[config.mk]
export PLATFORM = sky130hd
export DESIGN_NAME = init_pos_unpacker_flat
export DESIGN_NICKNAME = d
export VERILOG_FILES = /design/src/rtl/init_pos_unpacker_if.sv /design/src/rtl/init_pos_unpacker.sv /design/src/flat_wrapper.sv
export SDC_FILE = /design/constraint.sdc
export NUM_CORES = 1
export LEC_CHECK = 0
export BUFFER_PORTS_ARGS = -buffer_cell sky130_fd_sc_hd__buf_4
export CORE_AREA = 2 2 426 428
export CTS_BUF_LIST = sky130_fd_sc_hd__clkbuf_16
export CTS_CLUSTER_DIAMETER = 150
export DETAILED_ROUTE_END_ITERATION = 8
export DIE_AREA = 0 0 428 430
export GPL_ROUTABILITY_DRIVEN = 0
export HOLD_SLACK_MARGIN = 0.05
export PLACE_DENSITY = 0.31
export REMOVE_ABC_BUFFERS = 1
export SETUP_SLACK_MARGIN = 0.5
export SYNTH_ARGS = -nofsm -noshare
export SYNTH_HDL_FRONTEND = slang
export SYNTH_SLANG_ARGS = --single-unit
[constraint.sdc]
create_clock -name clk -period 4.15 [get_ports clk]
set_input_delay 0.415 -clock clk [delete_from_list [all_inputs] [get_ports clk]]
set_output_delay 0.415 -clock clk [all_outputs]
set_load 0.01 [all_outputs]
[src/rtl/init_pos_unpacker_if.sv]
// init_pos_unpacker_if: AXI-Stream beat channel feeding the position-cache unpacker
interface init_pos_unpacker_if #(
  parameter int TDATA_WIDTH = 512
);
  logic [TDATA_WIDTH-1:0] tdata;
  logic                   tvalid;
  logic                   tlast;
  logic                   tready;
  modport master (output tdata, tvalid, tlast, input tready);
  modport slave  (input tdata, tvalid, tlast, output tready);
endinterface

[src/rtl/init_pos_unpacker.sv]
// init_pos_unpacker: splits AXI-Stream beats into per-cell position cache init writes
module init_pos_unpacker #(
  parameter int AXIS_TDATA_WIDTH       = 512,
  parameter int SUB_PACKET_WIDTH       = 128,
  parameter int NUM_SUB_PACKETS        = AXIS_TDATA_WIDTH / SUB_PACKET_WIDTH,
  parameter int NUM_CELLS              = 8,
  parameter int NUM_INIT_STEPS         = (NUM_CELLS + NUM_SUB_PACKETS - 1) / NUM_SUB_PACKETS,
  parameter int NUM_PARTICLES_PER_CELL = 128,
  parameter int ADDR_WIDTH             = $clog2(NUM_PARTICLES_PER_CELL),
  parameter int OFFSET_WIDTH           = 23,
  parameter int ELEMENT_WIDTH          = 2
) (
  input  logic                                          clk,
  input  logic                                          rst,
  input  logic                                          i_start,
  init_pos_unpacker_if.slave                            s_axis,
  output logic [ADDR_WIDTH-1:0]                         o_init_wr_addr,
  output logic [NUM_CELLS-1:0][3*OFFSET_WIDTH-1:0]      o_init_data,
  output logic [NUM_CELLS-1:0][ELEMENT_WIDTH-1:0]       o_init_element,
  output logic [NUM_INIT_STEPS-1:0]                     o_init_wr_en,
  output logic                                          o_busy,
  output logic                                          o_init_done,
  output logic                                          o_err
);
  localparam int STEP_W = NUM_INIT_STEPS > 1 ? $clog2(NUM_INIT_STEPS) : 1;
  localparam int DW     = 3 * OFFSET_WIDTH;
  typedef enum logic [1:0] {IDLE, LOAD, DONE} state_t;
  state_t state, state_n;
  logic [STEP_W-1:0] step;
  logic [ADDR_WIDTH-1:0] addr;
  logic acc, last_step, final_beat, unused_bits;
  logic [NUM_SUB_PACKETS-1:0][SUB_PACKET_WIDTH-1:0] slots;
  assign slots          = s_axis.tdata;
  assign unused_bits    = ^s_axis.tdata;
  assign s_axis.tready  = state == LOAD;
  assign o_busy         = state == LOAD;
  assign o_init_done    = state == DONE;
  always_comb begin
    acc        = s_axis.tvalid && s_axis.tready;
    last_step  = step == STEP_W'(NUM_INIT_STEPS - 1);
    final_beat = last_step && addr == ADDR_WIDTH'(NUM_PARTICLES_PER_CELL - 1);
    state_n    = state;
    if (state == LOAD)
      state_n = acc && (final_beat || s_axis.tlast) ? DONE : LOAD;
    else
      state_n = i_start ? LOAD : state;
  end
  always_ff @(posedge clk)
    state <= !rst ? IDLE : state_n;
  always_ff @(posedge clk) begin
    if (!rst) begin
      step           <= '0;
      addr           <= '0;
      o_init_wr_addr <= '0;
      o_init_data    <= '0;
      o_init_element <= '0;
      o_init_wr_en   <= '0;
      o_err          <= 1'b0;
    end else begin
      o_init_wr_en <= '0;
      if (acc) begin
        o_init_wr_addr <= addr;
        o_init_wr_en   <= NUM_INIT_STEPS'(1) << step;
        step           <= last_step ? '0 : step + 1'b1;
        addr           <= last_step && !final_beat ? addr + 1'b1 : addr;
        o_err          <= final_beat ^ s_axis.tlast;
        for (int c = 0; c < NUM_CELLS; c++)
          if (step == STEP_W'(c / NUM_SUB_PACKETS)) begin
            o_init_data[c]    <= slots[c % NUM_SUB_PACKETS][SUB_PACKET_WIDTH-1] ?
                                 slots[c % NUM_SUB_PACKETS][DW-1:0] : '0;
            o_init_element[c] <= slots[c % NUM_SUB_PACKETS][SUB_PACKET_WIDTH-1] ?
                                 slots[c % NUM_SUB_PACKETS][DW +: ELEMENT_WIDTH] : '0;
          end
      end else if (state != LOAD && i_start) begin
        step  <= '0;
        addr  <= '0;
        o_err <= 1'b0;
      end
    end
  end
endmodule

[src/flat_wrapper.sv]
// flat-port wrapper written by rule: the top's interface ports become plain ports
module init_pos_unpacker_flat 
#(
  parameter int AXIS_TDATA_WIDTH       = 512,
  parameter int SUB_PACKET_WIDTH       = 128,
  parameter int NUM_SUB_PACKETS        = AXIS_TDATA_WIDTH / SUB_PACKET_WIDTH,
  parameter int NUM_CELLS              = 8,
  parameter int NUM_INIT_STEPS         = (NUM_CELLS + NUM_SUB_PACKETS - 1) / NUM_SUB_PACKETS,
  parameter int NUM_PARTICLES_PER_CELL = 128,
  parameter int ADDR_WIDTH             = $clog2(NUM_PARTICLES_PER_CELL),
  parameter int OFFSET_WIDTH           = 23,
  parameter int ELEMENT_WIDTH          = 2
)
  (clk, rst, i_start, o_init_wr_addr, o_init_data, o_init_element, o_init_wr_en, o_busy, o_init_done, o_err, s_axis_tdata, s_axis_tvalid, s_axis_tlast, s_axis_tready);
  init_pos_unpacker_if #(.TDATA_WIDTH(512)) s_axis_i ();
  input  logic clk;
  input  logic rst;
  input  logic i_start;
  output logic [ADDR_WIDTH-1:0] o_init_wr_addr;
  output logic [NUM_CELLS-1:0][3*OFFSET_WIDTH-1:0] o_init_data;
  output logic [NUM_CELLS-1:0][ELEMENT_WIDTH-1:0] o_init_element;
  output logic [NUM_INIT_STEPS-1:0] o_init_wr_en;
  output logic o_busy;
  output logic o_init_done;
  output logic o_err;
  input wire logic [$bits(s_axis_i.tdata)-1:0] s_axis_tdata;
  input wire logic [$bits(s_axis_i.tvalid)-1:0] s_axis_tvalid;
  input wire logic [$bits(s_axis_i.tlast)-1:0] s_axis_tlast;
  output wire logic [$bits(s_axis_i.tready)-1:0] s_axis_tready;
  assign s_axis_i.tdata = s_axis_tdata;
  assign s_axis_i.tvalid = s_axis_tvalid;
  assign s_axis_i.tlast = s_axis_tlast;
  assign s_axis_tready = s_axis_i.tready;
  init_pos_unpacker #(.AXIS_TDATA_WIDTH(AXIS_TDATA_WIDTH), .SUB_PACKET_WIDTH(SUB_PACKET_WIDTH), .NUM_SUB_PACKETS(NUM_SUB_PACKETS), .NUM_CELLS(NUM_CELLS), .NUM_INIT_STEPS(NUM_INIT_STEPS), .NUM_PARTICLES_PER_CELL(NUM_PARTICLES_PER_CELL), .ADDR_WIDTH(ADDR_WIDTH), .OFFSET_WIDTH(OFFSET_WIDTH), .ELEMENT_WIDTH(ELEMENT_WIDTH)) u_core (.clk(clk), .rst(rst), .i_start(i_start), .s_axis(s_axis_i), .o_init_wr_addr(o_init_wr_addr), .o_init_data(o_init_data), .o_init_element(o_init_element), .o_init_wr_en(o_init_wr_en), .o_busy(o_busy), .o_init_done(o_init_done), .o_err(o_err));
endmodule
==> flow_summary_export.csv <==
group,metric,value,unit
logic_synthesis,synth.distinct_cells,31,
logic_synthesis,synth_flop_cell,"dfxtp_1",
floorplanning,core,180000,µm²
critical_path,crit_start,"u_core.state[0]$_SDFFE_PN0P_",
grt,grt_pass1_wl,165,mm
finish,area_growth,67.5,%
logic_synthesis,synth_enable_flop_cells,0,
power_and_ir_drop,ir_worst_vdd,0.257,mV
logic_synthesis,syn_avg_cell_area,8.04,µm²
logic_synthesis,ys_seq_area_share,55.5,%
timing,max_freq,401,MHz
logic_synthesis,syn_inst,2636,
placed_design,dp_slack,1.56,ns
floorplanning,fp-row-count,156,
floorplanning,initial_core_util,11.8,%
finish,fin_cells,6100,
finish,drive_above_1_share,27.5,%
critical_path,reg2reg_slack,1.66,ns
clock_tree,clockBufferDepth,3,
grt,grt_pass1_vias,22100,
clock_tree,cts_tree,"done",
placed_design,dpl.cell_count,5666,
grt,use_met3,3.19,%
outcome,outcome,"finished, final reports clean",
floorplanning,chipWidth,428,µm
logic_synthesis,synthTopCellsByArea,"dfxtp_1 (56%), a21oi_1 (14%), nand3_1 (14%), nand2_1 (10%), clkbuf_1 (2.7%)",
logic_synthesis,synth_commonest_cells,"dfxtp_1 (588), nand2_1 (588), a21oi_1 (580)",
clock_tree,cts_made_buffers,82,
finish,nNetsFinal,4185,
logic_synthesis,syn_area,21200,µm²
route,drc,0,
grt,gr-usage-met2,21.2,%
clock_tree,clkLatencyLatePin,0.71,ns
critical_path,r2r_end,"u_core.o_init_data[26]$_SDFFE_PN0P_",
hold_path,holdPathStages,3,
route,first_pass_iters,5,
timing,fin_ws,1.66,ns
logic_synthesis,synth_top_area_cell,"dfxtp_1",
finish,multi_input_area,8260,µm²
grt,antenna_found_initial,3,
timing,slew_headroom,47.1,%
finish,n_fill_cell,20300,
hold_path,worstHoldEndpoint,"u_core.o_init_data[191]$_SDFFE_PN0P_",
timing,period_share,60.1,%
logic_synthesis,ys_ff_latch,588,
critical_path,crit_path_max_fanout,68,
placed_design,portBuffers,873,
logic_synthesis,ys_async_sr_fraction,0,%
timing,tightest_slew,0.793,ns
critical_path,r2r-start,"u_core.state[0]$_SDFFE_PN0P_",
critical_path,timing.critical_path.arrival,3.10,ns
route,drt_iter0_markers,1039,
grt,grt_busiest_layer,"met2",
hold_path,worstHoldPathType,"input pin to flop",
logic_synthesis,ys_warn_count,0,
route,vias,22600,
grt,use_met1,14.1,%
clock_tree,cts_setup_buffers,0,
timing,period_needed,2.49,ns
power_and_ir_drop,p_total,13.8,mW
power_and_ir_drop,p_leak,13.4,nW
clock_tree,cts.clk_slew.worst_paths,0.06,ns
critical_path,reg2reg_depth,6,
floorplanning,die_area,184000,µm²
clock_tree,cts_root_buf,"clkbuf_16",
route,routedWlPerCell,19.2,µm
timing,final-hold-violation-count,0,
route,vias_per_cell,3.71,
finish,final-seq-area,11800,µm²
critical_path,cp.required,4.76,ns
clock_tree,clock-sinks,588,
logic_synthesis,synth_largest_type_area_fraction,55.5,%
job,drv_cap,0,
grt,grt_overflow_total,0,
route,routed_wl,117,mm
timing,maxSlewViolCount,0,
grt,grt_max_degree,100,
critical_path,end_kind,"flop",
timing,fin_setup_tns,0,ns
power_and_ir_drop,power_density,387,nW/µm²
timing,setup_violations,0,
floorplanning,die_h,430,µm
hold_path,hp-start,"s_axis_tdata[383]",
timing,finalClockSkew,0.0307,ns
timing,grt_setup_unrepaired,"no",
floorplanning,ios,1098,
critical_path,critical_path_class,"flop to flop",
grt,grt_use_total,12.1,%
route,antenna_left,0,
clock_tree,cts_max_level,3,
placed_design,hpwlAfterDp,80.3,mm
critical_path,start_kind,"flop",
[cell usage in the layout (no fill, tap or decap), types with 3 or more instances in the layout]
cell type and count:
nand4_1 4, buf_4 900, o21ai_0 3, clkinv_2 5, clkinv_1 21, a21oi_1 580, inv_1 28, dlygate4sd3_1 286
clkinvlp_4 3, clkbuf_16 82, inv_6 3, buf_12 20, nand2_1 588, clkinv_8 3, dfxtp_1 588, nor2_1 9
nand3_1 576
[registers in the layout (all words and copies together), names as in the netlist]
register and cells:
u_core.o_init_data 552, u_core.o_init_element 16, u_core.addr 7, u_core.o_init_wr_addr 7, u_core.o_init_wr_en 2, u_core.state 2, u_core.last_step 1, u_core.o_err 1
[logic make-up after synthesis]
family | Yosys count | synth area share, %
AO/OA/AOI/OAI | 589 | 14.0
flip-flops | 588 | 55.5
AND/OR/NAND/NOR | 1193 | 24.8
buffers and inverters | 264 | 5.58
adder cells (fa/ha/maj) | 2 | 0.118
[power by group]
group | switching (mW) | leakage (nW) | internal, mW
sequential | 0.0454 | 4.75 | 5.73
combinational | 0.715 | 7.41 | 0.569
clock | 2.97 | 1.29 | 3.72
total | 3.73 | 13.4 | 10.0
[metrics by stage]
stage / utilization (%) / area (µm²) / hold slack [ns]
detailed placement: 16.8 / 30200 / 0.447
global route: 19.8 / 35500 / 0.173
global placement: 16.8 / 30200 / 0.443
floorplan: - / 20000 / 0.445
finish: 19.8 / 35500 / 0.204
CTS: 19.8 / 35500 / 0.128
[cell type report]
type                    count  share of cell area, %
flip-flops and latches    588                   33.1
repair buffers           1206                   28.2
multi-input cells        1784                   23.3
well taps                2370                   8.35
clock buffers              82                   5.78
clock inverters            65                   1.19
inverters                   4                 0.0634
diodes                      1                0.00704
[layer usage]
| layer | vias up | part of all wire (%) |
|---|---|---|
| met2 | 579 | 50 |
| li1 | 11000 | - |
| met3 | 177 | 5.4 |
| met4 | 6 | 3.8 |
| met1 | 10800 | 40 |
| met5 | - | 0.035 |
[repair_timing]
action                                 in CTS  in global routing
endpoints found under the hold margin     573                  0
hold buffers                              286                  0
resized for setup                           0                  0
[worst max-delay path by stage]
| stage | end | cells after the start | slack, ns |
|---|---|---|---|
| 2_1_floorplan | u_core.addr[2]$_SDFFE_PN0P_ | 4 | -4.42 |
| 5_1_grt | u_core.o_init_data[16]$_SDFFE_PN0P_ | 6 | 1.39 |
| 3_5_place_dp | u_core.o_init_data[42]$_SDFFE_PN0P_ | 7 | 1.56 |
| 4_1_cts | u_core.o_init_data[16]$_SDFFE_PN0P_ | 6 | 1.61 |
| 3_3_place_gp | u_core.o_init_data[41]$_SDFFE_PN0P_ | 7 | 1.56 |
| 6_report | u_core.o_init_data[26]$_SDFFE_PN0P_ | 6 | 1.66 |
[critical path, cell delays in order (launching register included)]
cell and delay, ns:
dfxtp_1 0.42, nand3b_1 0.50, nor2_4 0.34, buf_12 0.28, buf_4 0.39, nand3_1 0.13
a21oi_1 0.14
Note: power is estimated with default switching activity, not from simulation.
